==> src/rtl/sum_bcd_pkg.sv <==
// Shared types and constants for the sum-to-BCD seven-segment display path.
// Holds the FSM encoding, segment codes and the digit-count sanity helper.
package sum_bcd_pkg;

  typedef enum logic [1:0] {
    IDLE,
    SHIFT,
    DONE
  } state_t;

  // Segment codes, bit order gfedcba, active high
  localparam logic [6:0] SEG_0     = 7'h3F;
  localparam logic [6:0] SEG_1     = 7'h06;
  localparam logic [6:0] SEG_2     = 7'h5B;
  localparam logic [6:0] SEG_3     = 7'h4F;
  localparam logic [6:0] SEG_4     = 7'h66;
  localparam logic [6:0] SEG_5     = 7'h6D;
  localparam logic [6:0] SEG_6     = 7'h7D;
  localparam logic [6:0] SEG_7     = 7'h07;
  localparam logic [6:0] SEG_8     = 7'h7F;
  localparam logic [6:0] SEG_9     = 7'h6F;
  localparam logic [6:0] SEG_BLANK = 7'h00;

  // Decimal digits required to show the largest unsigned value of in_w bits
  function automatic int digits_needed(input int in_w);
    int max_val;
    int d;
    max_val = (1 << in_w) - 1;
    d = 1;
    while (max_val >= 10) begin
      max_val = max_val / 10;
      d = d + 1;
    end
    return d;
  endfunction

endpackage

==> src/rtl/bcd_to_seg7.sv <==
// Combinational BCD digit to seven-segment decoder; blank forces all segments off.
// Codes 10..15 also decode to all segments off.
module bcd_to_seg7
  import sum_bcd_pkg::*;
(
  input  logic [3:0] digit,
  input  logic       blank,
  output logic [6:0] seg
);

  always_comb begin
    seg = SEG_BLANK;
    if (!blank) begin
      case (digit)
        4'd0:    seg = SEG_0;
        4'd1:    seg = SEG_1;
        4'd2:    seg = SEG_2;
        4'd3:    seg = SEG_3;
        4'd4:    seg = SEG_4;
        4'd5:    seg = SEG_5;
        4'd6:    seg = SEG_6;
        4'd7:    seg = SEG_7;
        4'd8:    seg = SEG_8;
        4'd9:    seg = SEG_9;
        default: seg = SEG_BLANK;
      endcase
    end
  end

endmodule

==> src/rtl/sum_bcd_display.sv <==
// Sequential double-dabble conversion of the adder sum to BCD plus registered 7-seg patterns.
// One bit per clock; result held with out_valid until out_ready, input accepted only when idle.
module sum_bcd_display
  import sum_bcd_pkg::*;
#(
  parameter int IN_W     = 7,
  parameter int DIGITS   = 3,
  parameter int BLANK_LZ = 1
) (
  input  logic                  clk,
  input  logic                  rst_n,
  input  logic                  in_valid,
  output logic                  in_ready,
  input  logic [IN_W-1:0]       in_sum,
  output logic                  out_valid,
  input  logic                  out_ready,
  output logic [4*DIGITS-1:0]   bcd,
  output logic [7*DIGITS-1:0]   seg
);

  localparam int SW = 4 * DIGITS;
  localparam int CW = $clog2(IN_W + 1);

  generate
    if (DIGITS < digits_needed(IN_W)) begin : g_bad_digits
      $error("sum_bcd_display: DIGITS too small for IN_W");
    end
  endgenerate

  state_t               state, state_next;
  logic [IN_W-1:0]      bin;
  logic [SW-1:0]        scratch;
  logic [SW-1:0]        adj;
  logic [SW+IN_W-1:0]   shifted;
  logic [CW-1:0]        count;
  logic [DIGITS-1:0]    blank;
  logic [7*DIGITS-1:0]  seg_dec;
  logic                 hi_zero;

  // Add-3 correction per digit, no carry between digits
  always_comb begin
    adj = scratch;
    for (int i = 0; i < DIGITS; i++) begin
      if (scratch[4*i +: 4] >= 4'd5) adj[4*i +: 4] = scratch[4*i +: 4] + 4'd3;
    end
    shifted = {adj, bin} << 1;
  end

  // Decode straight from the final shifted scratch so seg loads with bcd
  always_comb begin
    hi_zero = 1'b1;
    blank   = '0;
    for (int i = DIGITS - 1; i >= 0; i--) begin
      hi_zero  = hi_zero && (shifted[IN_W + 4*i +: 4] == 4'd0);
      blank[i] = (BLANK_LZ != 0) && (i != 0) && hi_zero;
    end
  end

  generate
    for (genvar g = 0; g < DIGITS; g++) begin : g_dec
      bcd_to_seg7 u_dec (
        .digit (shifted[IN_W + 4*g +: 4]),
        .blank (blank[g]),
        .seg   (seg_dec[7*g +: 7])
      );
    end
  endgenerate

  assign in_ready = (state == IDLE);

  always_ff @(posedge clk or negedge rst_n) begin
    if (!rst_n) state <= IDLE;
    else        state <= state_next;
  end

  always_comb begin
    state_next = state;
    case (state)
      IDLE:    if (in_valid) state_next = SHIFT;
      SHIFT:   if (count == CW'(1)) state_next = DONE;
      DONE:    if (out_ready) state_next = IDLE;
      default: state_next = IDLE;
    endcase
  end

  always_ff @(posedge clk or negedge rst_n) begin
    if (!rst_n) begin
      bin       <= '0;
      scratch   <= '0;
      count     <= '0;
      bcd       <= '0;
      seg       <= '0;
      out_valid <= 1'b0;
    end else begin
      case (state)
        IDLE: begin
          if (in_valid) begin
            bin     <= in_sum;
            scratch <= '0;
            count   <= CW'(IN_W);
          end
        end
        SHIFT: begin
          {scratch, bin} <= shifted;
          count          <= count - CW'(1);
          if (count == CW'(1)) begin
            bcd       <= shifted[SW+IN_W-1:IN_W];
            seg       <= seg_dec;
            out_valid <= 1'b1;
          end
        end
        DONE: begin
          if (out_ready) out_valid <= 1'b0;
        end
        default: out_valid <= 1'b0;
      endcase
    end
  end

endmodule

==> config.mk <==
export PLATFORM = sky130hd
export DESIGN_NAME = sum_bcd_display
export DESIGN_NICKNAME = d
export VERILOG_FILES = /design/src/rtl/sum_bcd_pkg.sv /design/src/rtl/bcd_to_seg7.sv /design/src/rtl/sum_bcd_display.sv
export SDC_FILE = /design/constraint.sdc
export NUM_CORES = 1
export LEC_CHECK = 0
export ABC_AREA = 1
export BUFFER_PORTS_ARGS = -buffer_cell sky130_fd_sc_hd__buf_2
export CORE_AREA = 2 2 68 83
export DETAILED_ROUTE_END_ITERATION = 8
export DIE_AREA = 0 0 70 85
export PLACE_DENSITY = 0.83
export SYNTH_ARGS = -nofsm -noshare
export SYNTH_HDL_FRONTEND = slang
export SYNTH_SLANG_ARGS = --single-unit
==> constraint.sdc <==
create_clock -name clk -period 4.6 [get_ports clk]
set_input_delay 0.92 -clock clk [delete_from_list [all_inputs] [get_ports clk]]
set_output_delay 0.92 -clock clk [all_outputs]
set_load 0.05 [all_outputs]
Word level (Yosys, flattened, before mapping)
Memories as Yosys holds them, arrays and structs flattened. A register that Yosys moved wholly into a read port is not among the register bits.
Index checks and enable logic that the tools add are counted.
{"block": "totals", "latch_bits": 0, "register_bits": 58, "mem_bits_rw": 0, "romBits": 336, "n_memories": 3, "in_bits": 11, "output_inout_bits": 35, "wordCells": 52}
{"block": "op_classes", "add_sub_neg": 4, "shifts": 0, "mul": 0, "muxes": 18, "bitwise_logic": 1, "n_reduce_logical": 10, "n_lt_le_gt_ge": 3, "div": 0, "eq_ne": 6}
{"name": "(no name shown)", "words": 16, "width": 7, "rd": 1, "rd_clocked_by_memory_dff": 1, "write_ports": 0, "line": "bcd_to_seg7.sv:14", "source": "case (digit)"}
{"name": "(no name shown)", "words": 16, "width": 7, "rd": 1, "rd_clocked_by_memory_dff": 0, "write_ports": 0, "line": "bcd_to_seg7.sv:14"}
{"name": "(no name shown)", "words": 16, "width": 7, "rd": 1, "rd_clocked_by_memory_dff": 0, "write_ports": 0, "line": "bcd_to_seg7.sv:14"}
{"op": "one-hot mux 12 bit (2 select lines)", "count": 1}
{"op": "2-to-1 mux 7 bit", "count": 3}
{"op": "one-hot mux 7 bit (2 select lines)", "count": 1}
{"op": ">= comparator 4 x 3 -> 1 bit (second input constant)", "count": 3}
{"op": "2-to-1 mux 12 bit", "count": 1}
{"op": "adder 4 x 2 -> 4 bit (second input constant)", "count": 2}
{"op": "zero test 4 bit", "count": 2}
{"op": "2-to-1 mux 4 bit", "count": 2}
{"op": "2-to-1 mux 2 bit", "count": 3}
{"op": "2-to-1 mux 3 bit", "count": 2}
{"op": "inequality test 2 bit (second input constant)", "count": 3}
{"op": "one-hot mux 2 bit (3 select lines)", "count": 1}
{"op": "one-hot mux 3 bit (2 select lines)", "count": 1}
{"op": "AND reduction 3 bit", "count": 2}
{"op": "AND reduction 2 bit", "count": 2}
{"op": "adder 3 x 2 -> 3 bit (second input constant)", "count": 1}
{"op": "== test 3 x 1 -> 1 bit (second input constant)", "count": 1}
{"op": "one-hot mux 1 bit (3 select lines)", "count": 1}
{"op": "subtractor 3 x 1 -> 3 bit (second input constant)", "count": 1}
{"op": "== test 2 x 1 -> 1 bit (second input constant)", "count": 1}
{"op": "== test 2 bit (second input constant)", "count": 1}
{"op": "zero test 2 bit", "count": 1}
{"op": "2-to-1 mux 1 bit", "count": 2}
{"op": "nonzero test 2 bit", "count": 1}
{"op": "other kinds (3)", "count": 3}

Longest topological paths before layout
{"block": "depth", "ltp_word": 5, "ltp_mapped": 15, "mapped_depth_nobuf": 15}

Modules after synthesis
From an unflattened synthesis, not the netlist that was laid out.
{"block": "hier_totals", "cells_unflattened": 411, "area_unflattened_um2": 3144.3}
{"module": "sum_bcd_display", "seq_area_each_um2": 1451.4, "instances": 1, "cells_per_inst": 304, "area_each_um2": 2578.7}
{"module": "bcd_to_seg7 (g_dec[0].u_dec ...)", "seq_area_each_um2": 0.0, "instances": 2, "cells_per_inst": 36, "area_each_um2": 190.2}
{"module": "bcd_to_seg7 (g_dec[2].u_dec)", "seq_area_each_um2": 0.0, "instances": 1, "cells_per_inst": 35, "area_each_um2": 185.2}

Least setup slack after synthesis
OpenSTA, ideal clock, no wires.
{"block": "synth_path", "kind": "register to output", "from": "reg state[0]", "to": "out in_ready", "t_arrival_ps": 1102, "path_stages_with_launch": 2, "setup_slack_ps": 2578, "required_time_ps": 3680, "n_path_buf": 0, "cell_sequence": "dfrtp_1 nor2_1"}
{"block": "synth_between", "elab_chain_cells": 1}
{"element": "from (decl)", "line": "sum_bcd_display.sv:30", "source": "state_t state, state_next;"}
{"element": "from (signal assigned)", "line": "sum_bcd_display.sv:73", "source": "else state <= state_next;"}
{"element": "zero test 2 bit", "line": "sum_bcd_display.sv:69", "source": "assign in_ready = (state == IDLE);"}
{"element": "to (decl)", "line": "sum_bcd_display.sv:13", "source": "output logic in_ready,"}
No other way between the ends.

Final worst setup path
{"block": "layout_path", "from": "reg state[1]", "to": "reg seg[0]"}
{"block": "layout_between", "elab_chain_cells": 2}
{"element": "== test 2 x 1 -> 1 bit", "line": "sum_bcd_display.sv:95", "source": "case (state)"}
{"element": "AND reduction 2 bit (no line)"}
{"element": "to (decl)", "line": "sum_bcd_display.sv:18", "source": "output logic [7*DIGITS-1:0] seg"}
No other way between the ends.
A chain may end at the register's enable or synchronous reset.

==> flow_summary.toml <==
[clock_network]
cts_setup_buffers = 0
hold_buffers = 0
cts_tree = "yes"
clock_sinks = 58
cts_resized = 0
numCtsBuffers = 9
root_buffer = "clkbuf_8"
clk_pin_slew_ns = 0.06
htree_levels = 3
clk_latency_ns = 0.34
cts_buffer_depth = 2

[sta]
grt_setup_unrepaired = "false"
setup_viol = 0
max_slew_margin_pct = 49.0
fin_tns_setup_ns = 0
fmax_mhz = 420
final_hold_viol_count = 0
timing.final.crit_period_ns = 2.38
fin_skew_ns = 0.00754
slew_viol_final = 0
fin_crit_sh_pct = 51.7
tightest_slew_ns = 0.761
layout_setup_ws_ns = 2.22

[synthesis]
synth_nets = 397
synth-edff-count = 0
synth_flop_cell = "dfrtp_1"
synthCells = 367
synth-seq-cells = 58
yosys_warnings = 0
ys_seq_area_share_pct = 47.5
async_flop_share_pct = 100
ys_types = 32
synthesis.area_sq_um = 3050
avgSynthCellArea_sq_um = 8.32

[worst_setup_path]
crit_fanout = 44
slowest_stage = "nor3_2"
crit_chain = "inv_2, nand2_2, nor3_2, inv_2, a21oi_1, a21oi_1"
crit_path_end_kind = "flop"
max_stage_delay_ns = 0.64
critPathKind = "flop to flop"
crit_path_start_kind = "flop"
required_ns = 4.82
crit_arrival_ns = 2.60

[placed_design]
placed_cells = 467
place.gp.congestion = 0.806
pre_cts_slack_ns = 2.20
io_buffers = 45
hpwlAfterDp_mm = 4.50

[flow_run]
drv_cap = 0

[die]
die_x_um = 70
io-pin-count = 46
die_area_sq_um = 5950
start_util_pct = 59.3
rows = 29
die_h_um = 85
coreArea_sq_um = 5150

[layout]
drive_gt1_share_pct = 20.5
fin_cells = 481
final_nets = 446
fillers = 432
multi_input_area_sq_um = 1400
seq_area_sq_um = 1450
insertedDiodeCount = 0
synthToLayoutAreaGrowth_pct = 13.9

[global_routing]
grt.total_usage_pct = 23.6
antenna_found_initial = 0
grt_pass1_vias = 2574
grt_max_degree = 59
grt_pass1_wl_mm = 11.2
overflow = 0

[routing]
wire_per_inst_um = 13.2
drcViolationCount = 0
ant_nets = 0
via_count = 2571
drt-initial-drc-count = 127
avgViaCountPerCell = 5.35
dr.pass1.iters = 4
wirelength_mm = 6.33

[min_path]
hold_path_class = "flop to flop"

[outcome]
status = "completed"
==> layout by cell type (no fill, tap or decap), drive strengths merged <==
cell type and instances:
nand2 134, dfrtp 58, buf 46, inv 41, o21ai 26, ha 19
nand3 19, nor2 16, o22ai 12, clkbuf 11, nand4 9, a21oi 8
or2 6, a22oi 4, o211ai 3, clkinv 2, nor3 2, or3 1
a32o 1, clkinvlp 1
==> area by class of cell <==
class / instances / area share [%]
Clock buffer: 11 / 4.06
Clock inverter: 3 / 0.504
Inverter: 41 / 4.42
Multi-Input combinational cell: 260 / 40.4
Sequential cell: 58 / 41.7
Tap cell: 62 / 2.23
Timing Repair Buffer: 46 / 6.69
==> cell families (layout without fill, tap and decap cells) <==
logic type      Yosys count  in the layout  share of synthesized area (%)
buf+inv                  49            101                           6.48
compound gates           54             54                           10.1
fa+ha+maj                19             19                           7.79
flops                    58             58                           47.5
simple gates            187            187                           28.1
==> routing by layer <==
layer	GRT usage (%)	share of wire (%)
met1	26.5	42
met4	10.1	2.0
met3	4.75	3.2
met2	43.4	52
met5	0	0
==> registers in the layout, summed over array words and instances (netlist names) <==
register,flops
scratch,12
seg,21
bin,7
bcd,12
state,2
out_valid,1
count,3
==> cells in the mapped netlist (all sizes together) (2+ instances only) <==
master	n	area share [%]
nand2	134	18
nor2	16	2.4
nand3	19	3.9
dfrtp	58	48
o22ai	12	2.5
o21ai	26	4.3
ha	19	7.8
a22oi	4	0.98
buf	5	1.1
inv	41	5.0
a21oi	8	1.3
nor3	2	0.49
o211ai	3	0.74
clkbuf	3	0.37
or2	6	1.2
nand4	9	1.8
==> through the flow <==
stage | util, % | area (sq um) | hold slack (ns)
6_report | 67.5 | 3480 | 0.477
3_3_place_gp | 64.4 | 3320 | 0.461
5_1_grt | 67.5 | 3480 | 0.507
4_1_cts | 67.5 | 3480 | 0.480
3_5_place_dp | 64.4 | 3320 | 0.464
2_1_floorplan | - | 3050 | 0.449
==> critical path, delay by kind of cell, from the launching register on <==
family          cells  cell delay, ns
buf+inv             2            0.57
flops               1            0.40
compound gates      2            0.44
simple gates        2            0.83
==> path summary, 6_finish.rpt <==
kind | slack (ns) | from | end | cells after the start
setup / recovery | 2.22 | state[1] | seg[0] | 6
hold / removal | 0.48 | seg[8] | seg[8] | 2
setup reg to reg | 2.22 | state[1] | seg[0] | 6
hold reg to reg | 0.48 | seg[8] | seg[8] | 2
max in group asynchronous | 3.41 | rst_n | bin[1] | 2
min in group asynchronous | 0.72 | rst_n | seg[1] | 2
Power is left out: the tool's default activity adds up to more than one toggle a clock period on the data nets, which glitch-free logic cannot reach.
